$ cat src/rtl/fetch_pkg.sv
// rtl/fetch_pkg.sv - shared types, constants and PC helper for the fetch front end
package fetch_pkg;

   localparam int ILEN        = 32;
   localparam int INSTR_BYTES = 4;
   localparam int PC_W        = 32;

   localparam logic [ILEN-1:0] NOP_INSTR = 32'h0000_0013;

   typedef struct packed {
      logic [ILEN-1:0] instr;
      logic [PC_W-1:0] pc;
   } fetch_entry_t;

   // Sequential PC advance; wraps naturally at 2^PC_W.
   function automatic logic [PC_W-1:0] pc_inc(input logic [PC_W-1:0] pc);
      return pc + PC_W'(INSTR_BYTES);
   endfunction

endpackage

$ cat src/rtl/fetch_queue.sv
// rtl/fetch_queue.sv - DEPTH-entry instruction/PC FIFO with flush
module fetch_queue
   import fetch_pkg::*;
#(
   parameter int DEPTH = 4,
   localparam int AW   = $clog2(DEPTH)
) (
   input  logic         clk,
   input  logic         reset_l,
   input  logic         i_push,
   input  fetch_entry_t i_data,
   input  logic         i_pop,
   input  logic         i_flush,
   output fetch_entry_t o_head,
   output logic         o_empty,
   output logic [AW:0]  o_count
);

   localparam logic [AW:0] PTR_ONE = (AW+1)'(1);

   fetch_entry_t r_mem [DEPTH];
   logic [AW:0]  r_wr_ptr;
   logic [AW:0]  r_rd_ptr;

   always_ff @(posedge clk or negedge reset_l) begin
      if (!reset_l) begin
         r_wr_ptr <= '0;
         r_rd_ptr <= '0;
      end else if (i_flush) begin
         r_wr_ptr <= '0;
         r_rd_ptr <= '0;
      end else begin
         if (i_push) r_wr_ptr <= r_wr_ptr + PTR_ONE;
         if (i_pop)  r_rd_ptr <= r_rd_ptr + PTR_ONE;
      end
   end

   always_ff @(posedge clk) begin
      if (i_push && !i_flush) r_mem[r_wr_ptr[AW-1:0]] <= i_data;
   end

   // Extra pointer MSB distinguishes full from empty.
   assign o_head  = r_mem[r_rd_ptr[AW-1:0]];
   assign o_count = r_wr_ptr - r_rd_ptr;
   assign o_empty = (r_wr_ptr == r_rd_ptr);

endmodule

$ cat src/rtl/fetch_unit.sv
// rtl/fetch_unit.sv - PC owner, credit-limited imem requester and redirect/drop logic
module fetch_unit
   import fetch_pkg::*;
#(
   parameter int               XLEN         = 32,
   parameter logic [XLEN-1:0]  RESET_VECTOR = 32'h0000_0000,
   parameter int               DEPTH        = 4
) (
   input  logic             clk,
   input  logic             reset_l,
   output logic             imem_req_valid,
   input  logic             imem_req_ready,
   output logic [XLEN-1:0]  imem_req_addr,
   input  logic             imem_rsp_valid,
   input  logic [31:0]      imem_rsp_data,
   input  logic             redirect_valid,
   input  logic [XLEN-1:0]  redirect_pc,
   output logic             out_valid,
   input  logic             out_ready,
   output logic [31:0]      out_instr,
   output logic [XLEN-1:0]  out_pc,
   output logic [XLEN-1:0]  out_pc_plus4
);

   localparam int          AW      = $clog2(DEPTH);
   localparam logic [AW:0] CNT_ONE = (AW+1)'(1);

   logic [XLEN-1:0] r_fetch_pc;
   logic [XLEN-1:0] r_rsp_pc;
   logic [AW:0]     r_outstanding;
   logic [AW:0]     r_drop_cnt;
   logic            r_req_valid;
   fetch_entry_t    r_hold;

   logic            w_req_hs;
   logic            w_push;
   logic            w_pop;
   logic            w_drop;
   logic            w_empty;
   logic [AW:0]     w_count;
   logic [AW:0]     w_out_nxt;
   logic [AW:0]     w_occ_nxt;
   logic            w_credit;
   logic [XLEN-1:0] w_redirect_pc;
   fetch_entry_t    w_head;
   fetch_entry_t    w_push_data;

   assign w_redirect_pc = redirect_pc & ~XLEN'(3);
   assign w_req_hs      = r_req_valid & imem_req_ready;
   assign w_drop        = imem_rsp_valid & (r_drop_cnt != '0);
   assign w_push        = imem_rsp_valid & (r_drop_cnt == '0) & ~redirect_valid;
   assign w_pop         = ~w_empty & out_ready;
   assign w_push_data   = '{instr: imem_rsp_data, pc: r_rsp_pc};

   always_comb begin
      w_out_nxt = r_outstanding;
      if (w_req_hs && !imem_rsp_valid)      w_out_nxt = r_outstanding + CNT_ONE;
      else if (!w_req_hs && imem_rsp_valid) w_out_nxt = r_outstanding - CNT_ONE;

      w_occ_nxt = w_count;
      if (redirect_valid)          w_occ_nxt = '0;
      else if (w_push && !w_pop)   w_occ_nxt = w_count + CNT_ONE;
      else if (!w_push && w_pop)   w_occ_nxt = w_count - CNT_ONE;
   end

   // Request valid is registered from next-state credit so it never sees redirect combinationally.
   assign w_credit = ({1'b0, w_out_nxt} + {1'b0, w_occ_nxt}) < (AW+2)'(DEPTH);

   always_ff @(posedge clk or negedge reset_l) begin
      if (!reset_l) begin
         r_fetch_pc    <= RESET_VECTOR;
         r_rsp_pc      <= RESET_VECTOR;
         r_outstanding <= '0;
         r_drop_cnt    <= '0;
         r_req_valid   <= 1'b0;
         r_hold        <= '{instr: '0, pc: RESET_VECTOR};
      end else begin
         r_outstanding <= w_out_nxt;
         r_req_valid   <= w_credit;
         if (!w_empty) r_hold <= w_head;
         if (redirect_valid) begin
            r_fetch_pc <= w_redirect_pc;
            r_rsp_pc   <= w_redirect_pc;
            r_drop_cnt <= w_out_nxt;
         end else begin
            if (w_req_hs) r_fetch_pc <= pc_inc(r_fetch_pc);
            if (w_push)   r_rsp_pc   <= pc_inc(r_rsp_pc);
            if (w_drop)   r_drop_cnt <= r_drop_cnt - CNT_ONE;
         end
      end
   end

   fetch_queue #(.DEPTH(DEPTH)) u_queue (
      .clk     (clk),
      .reset_l (reset_l),
      .i_push  (w_push),
      .i_data  (w_push_data),
      .i_pop   (w_pop),
      .i_flush (redirect_valid),
      .o_head  (w_head),
      .o_empty (w_empty),
      .o_count (w_count)
   );

   assign imem_req_valid = r_req_valid;
   assign imem_req_addr  = r_fetch_pc;
   assign out_valid      = ~w_empty;
   assign out_instr      = w_empty ? r_hold.instr : w_head.instr;
   assign out_pc         = w_empty ? r_hold.pc    : w_head.pc;
   assign out_pc_plus4   = pc_inc(out_pc);

endmodule

$ cat config.mk
export PLATFORM = sky130hd
export DESIGN_NAME = fetch_unit
export DESIGN_NICKNAME = d
export VERILOG_FILES = /design/src/rtl/fetch_pkg.sv /design/src/rtl/fetch_queue.sv /design/src/rtl/fetch_unit.sv
export SDC_FILE = /design/constraint.sdc
export NUM_CORES = 1
export LEC_CHECK = 0
export BUFFER_PORTS_ARGS = -buffer_cell sky130_fd_sc_hd__buf_2
export CORE_MARGIN = 2
export CORE_UTILIZATION = 45
export DETAILED_ROUTE_END_ITERATION = 6
export GPL_TIMING_DRIVEN = 1
export PLACE_DENSITY_LB_ADDON = 0.3
export REMOVE_ABC_BUFFERS = 1
export SETUP_SLACK_MARGIN = 0.4
export SYNTH_ARGS = -nofsm -noshare
export SYNTH_HDL_FRONTEND = slang
export SYNTH_SLANG_ARGS = --single-unit
$ cat constraint.sdc
create_clock -name clk -period 4.3 [get_ports clk]
set_input_delay 0.43 -clock clk [delete_from_list [all_inputs] [get_ports clk]]
set_output_delay 0.43 -clock clk [all_outputs]
set_load 0.01 [all_outputs]
==> run summary <==
## Outcome
- **run status** finished with violations
- **violated checks** hold timing

## Logic synthesis
- **Yosys top cell area share** 45.9%
- **cell taking the most area after synthesis** sky130_fd_sc_hd__edfxtp_1
- **synthesized-area fraction occupied by xor and xnor cells** 5.29%
- **Area contributors post-synth** sky130_fd_sc_hd__edfxtp_1, sky130_fd_sc_hd__dfrtp_1, sky130_fd_sc_hd__mux4_2, sky130_fd_sc_hd__nand2_1, sky130_fd_sc_hd__xor2_1
- **Mapped Area** 16200 sq um
- **share of flip-flops with an asynchronous set or reset** 35.2%
- **multiplexer fraction of the synthesized cell area** 11.7%
- **largest family of logic cells by synthesized area** multiplexers
- **library cells used by synthesis** 53
- **fraction of the mapped netlist area in adder cells** 1.51%
- **number of synthesized flops with an enable pin** 248
- **Post-Syn Instances** 1112
- **Yosys warning count** 0
- **synthesized-area fraction occupied by ao, oa, aoi and oai cells** 2.61%
- **mean area per synthesized cell** 14.6 sq um
- **sequential cell area fraction in the yosys report** 66.7%
- **most common flop cell mapped by yosys** sky130_fd_sc_hd__edfxtp_1
- **share of synthesized cell area in and, or, nand and nor gates** 9.83%
- **number of storage elements in the synthesis netlist** 383

## GRT
- **via count of the first global-routing pass** 9955
- **maximum number of pins on one net before global-route repair** 86
- **initial antenna violation count** 1
- **all-layer global routing usage** 18.4%
- **global-route wire length before repair** 54900 um
- **Remaining Overflow, GRT** 0

## Drt
- **Antenna Violating Nets Remaining** 0
- **routed wire length** 35100 um
- **routed len/inst** 19.4 um
- **number of remaining DRC errors** 0
- **Detailed Routing Iterations Pass 1** 4
- **via density per instance** 5.26
- **total via count in the routed design** 9526
- **DRC marker count from the first detailed-route iteration** 563

## Worst setup path
- **max incr delay on CP** 0.55 ns
- **Worst Path Max Fanout** 32
- **required time of the critical path** 3.87 ns
- **family of cells with the greatest summed delay on the critical path** multiplexers
- **Worst setup SP type** flip-flop
- **combined buffer and inverter count along the critical path** 2
- **reg-to-reg slack, setup** 1.33 ns
- **CP Capture Type** output pin
- **cell type of the slowest stage on the worst timing path** sky130_fd_sc_hd__mux4_2
- **category of the critical setup timing path** reg2out
- **critical path arrival** 3.25 ns
- **sequence of cells on the critical path** buf_16 > mux4_2 > o21ai_0 > o21ai_2 > nand4_4 > nand2b_1 > xnor2_1 > buf_2

## Pwr
- **Clk network pwr share** 28.2%
- **combinational share of power** 34.5%
- **total power consumption of the routed design** 12.7 mW
- **switching share of power** 34.3%
- **Worst VDD drop** 0.569 mV
- **power per standard cell area** 660 nW/um^2
- **Lkg Pwr** 7.47 nW
- **share of total power in sequential cells** 37.3%
- **Internal Pwr Total** 8.33 mW
- **reported net switching power** 4.35 mW

## Cells and area
- **net count of the finished layout** 1405
- **layout cells sized above 1** 29.5%
- **commonest non-fill, non-tap cell in the layout** sky130_fd_sc_hd__edfxtp_1
- **count of filler cells inserted in the layout** 2986
- **commonest cells after routing, fill and taps aside** sky130_fd_sc_hd__edfxtp_1, sky130_fd_sc_hd__nand2_1, sky130_fd_sc_hd__buf_2
- **utilization after layout** 54.0%
- **Multi-input gate area** 5190 sq um
- **Layout Area Growth over Synthesis** 18.5%
- **Storage cell area** 10800 sq um

## Die
- **Die X** 194 um
- **IO Pins** 200
- **standard cell core area** 35600 sq um
- **vertical die dimension** 194 um
- **number of standard-cell rows in the floorplan** 69
- **starting density of the core** 45.6%
- **Die ar.** 37600 sq um

## STA
- **slew of the pin with the lowest slew margin** 1.06 ns
- **number of failing hold endpoints at the final stage** 10
- **setup-violating endpoint count in the final report** 0
- **Post-Route Skew** 0.0166 ns
- **Final Critical Period** 3.68 ns
- **unrepaired setup endpoints after global routing** no
- **headroom to the max-slew limit** 29.2%
- **highest achievable clock rate** 0.272 GHz
- **post-route clock period utilization** 85.6%
- **WHS** -0.0142 ns
- **Final Slew Violations** 0

## Clock tree
- **number of buffers created by CTS** 41
- **buffers from clock root to sink, at most** 3
- **H-tree levels** 2
- **master cell of the clock root buffer** sky130_fd_sc_hd__clkbuf_16
- **CTS tree** built
- **source-to-sink clock delay at the later pin of the worst-skew pair** 0.53 ns
- **# clock sinks** 383
- **clock-pin slew on the worst setup and hold paths** 0.06 ns

## Min path
- **Hold Path Class** in2async

## Placement
- **RePlAce Congestion** 0.833
- **total of buffers placed on input and output ports** 191
- **post-detailed-placement half-perimeter wirelength** 21300 um

## Run
- **Max Cap Viol** 0

-- synth_stat cells, types with 3 or more instances --
cell type,number
sky130_fd_sc_hd__clkbuf_1,22
sky130_fd_sc_hd__buf_1,6
sky130_fd_sc_hd__dfrtp_1,135
sky130_fd_sc_hd__and3_1,16
sky130_fd_sc_hd__nand4_1,13
sky130_fd_sc_hd__nor3_1,18
sky130_fd_sc_hd__inv_1,25
sky130_fd_sc_hd__edfxtp_1,248
sky130_fd_sc_hd__buf_6,3
sky130_fd_sc_hd__o22ai_2,3
sky130_fd_sc_hd__mux4_2,62
sky130_fd_sc_hd__and4_1,3
sky130_fd_sc_hd__xnor2_1,43
sky130_fd_sc_hd__nand2_1,194
sky130_fd_sc_hd__or3_1,3
sky130_fd_sc_hd__a21oi_1,29
sky130_fd_sc_hd__mux2i_1,7
sky130_fd_sc_hd__o21ai_0,21
sky130_fd_sc_hd__nor3b_1,5
sky130_fd_sc_hd__buf_2,15
sky130_fd_sc_hd__buf_4,7
sky130_fd_sc_hd__mux2_2,39
sky130_fd_sc_hd__a31oi_1,5
sky130_fd_sc_hd__xor2_1,55
sky130_fd_sc_hd__ha_1,18
sky130_fd_sc_hd__nor2_1,45
sky130_fd_sc_hd__nand3_1,39
sky130_fd_sc_hd__o21ai_1,3
-- layer usage --
layer  routed length, um  vias to the layer above  global-route usage [%]
li1                    -                     4461                       -
met1               15200                     4744                    24.7
met2               17500                      260                    31.4
met3                1590                       61                    2.80
met4                 842                        0                    5.47
met5                   0                        -                       0
-- final cells by class --
cell class	count	share of cell area [%]
timing repair buffer	208	5.97
multi-input combinational	656	27.0
clock inverter	22	1.46
sequential	383	56.3
clock buffer	53	5.68
tap	461	3.00
antenna	1	0.0130
inverter	26	0.508
-- stage by stage --
stage          cells  hold WS (ns)  setup TNS, ns  worst slack, ns  cell area, sq um
2_1_floorplan   1064         0.134        -368.87            -3.74             16000
3_3_place_gp    1729         0.443              0            0.797             17700
3_5_place_dp    1729         0.448              0            0.782             17700
4_1_cts         1805        0.0124              0            0.464             19100
5_1_grt         1810        0.0398              0            0.435             19200
6_report        1810       -0.0142              0            0.617             19200
-- sequential cells by signal, indices dropped and copies added, names as in the netlist --
signal,flops
u_queue.r_rd_ptr,3
r_rsp_pc,30
u_queue.r_mem,248
r_drop_cnt,3
u_queue.r_wr_ptr,3
r_outstanding,3
r_hold,62
imem_req_valid,1
imem_req_addr,30
-- path summary, 6_finish.rpt --
kind                                      from              endpoint  cells past startpoint
setup / recovery           u_queue.r_rd_ptr[0]      out_pc_plus4[14]                      8
hold / removal                         reset_l      r_outstanding[1]                      1
max in group asynchronous              reset_l            r_hold[30]                      2
hold reg to reg                     r_hold[34]            r_hold[34]                      2
setup reg to reg           u_queue.r_rd_ptr[0]        imem_req_valid                     10
min in group clk             imem_rsp_data[21]  u_queue.r_mem[2][53]                      1
-- timing repair --
action,4_1_cts,5_1_grt
hold buffers,0,0
endpoints found under the setup margin,12,17
setup buffers,1,2
cloned,0,2
pin swaps,1,5
resized for setup,4,15
-- logic make-up after synthesis --
family	after synthesis
other cells	1
fa+ha+maj	19
xor+xnor	98
buf+inv	79
compound gates	72
flops	383
mux	108
simple gates	352
-- power by group through the flow --
stage / combinational, mW / sequential (mW) / clock [mW]
3_3_place_gp: 4.20 / 4.77 / 0
4_1_cts: 4.30 / 4.72 / 3.67
6_report: 4.37 / 4.73 / 3.57
3_5_place_dp: 4.26 / 4.79 / 0
2_1_floorplan: 2.52 / 4.84 / 0
5_1_grt: 4.82 / 4.79 / 3.80
Power figures use the tool's default switching activity.
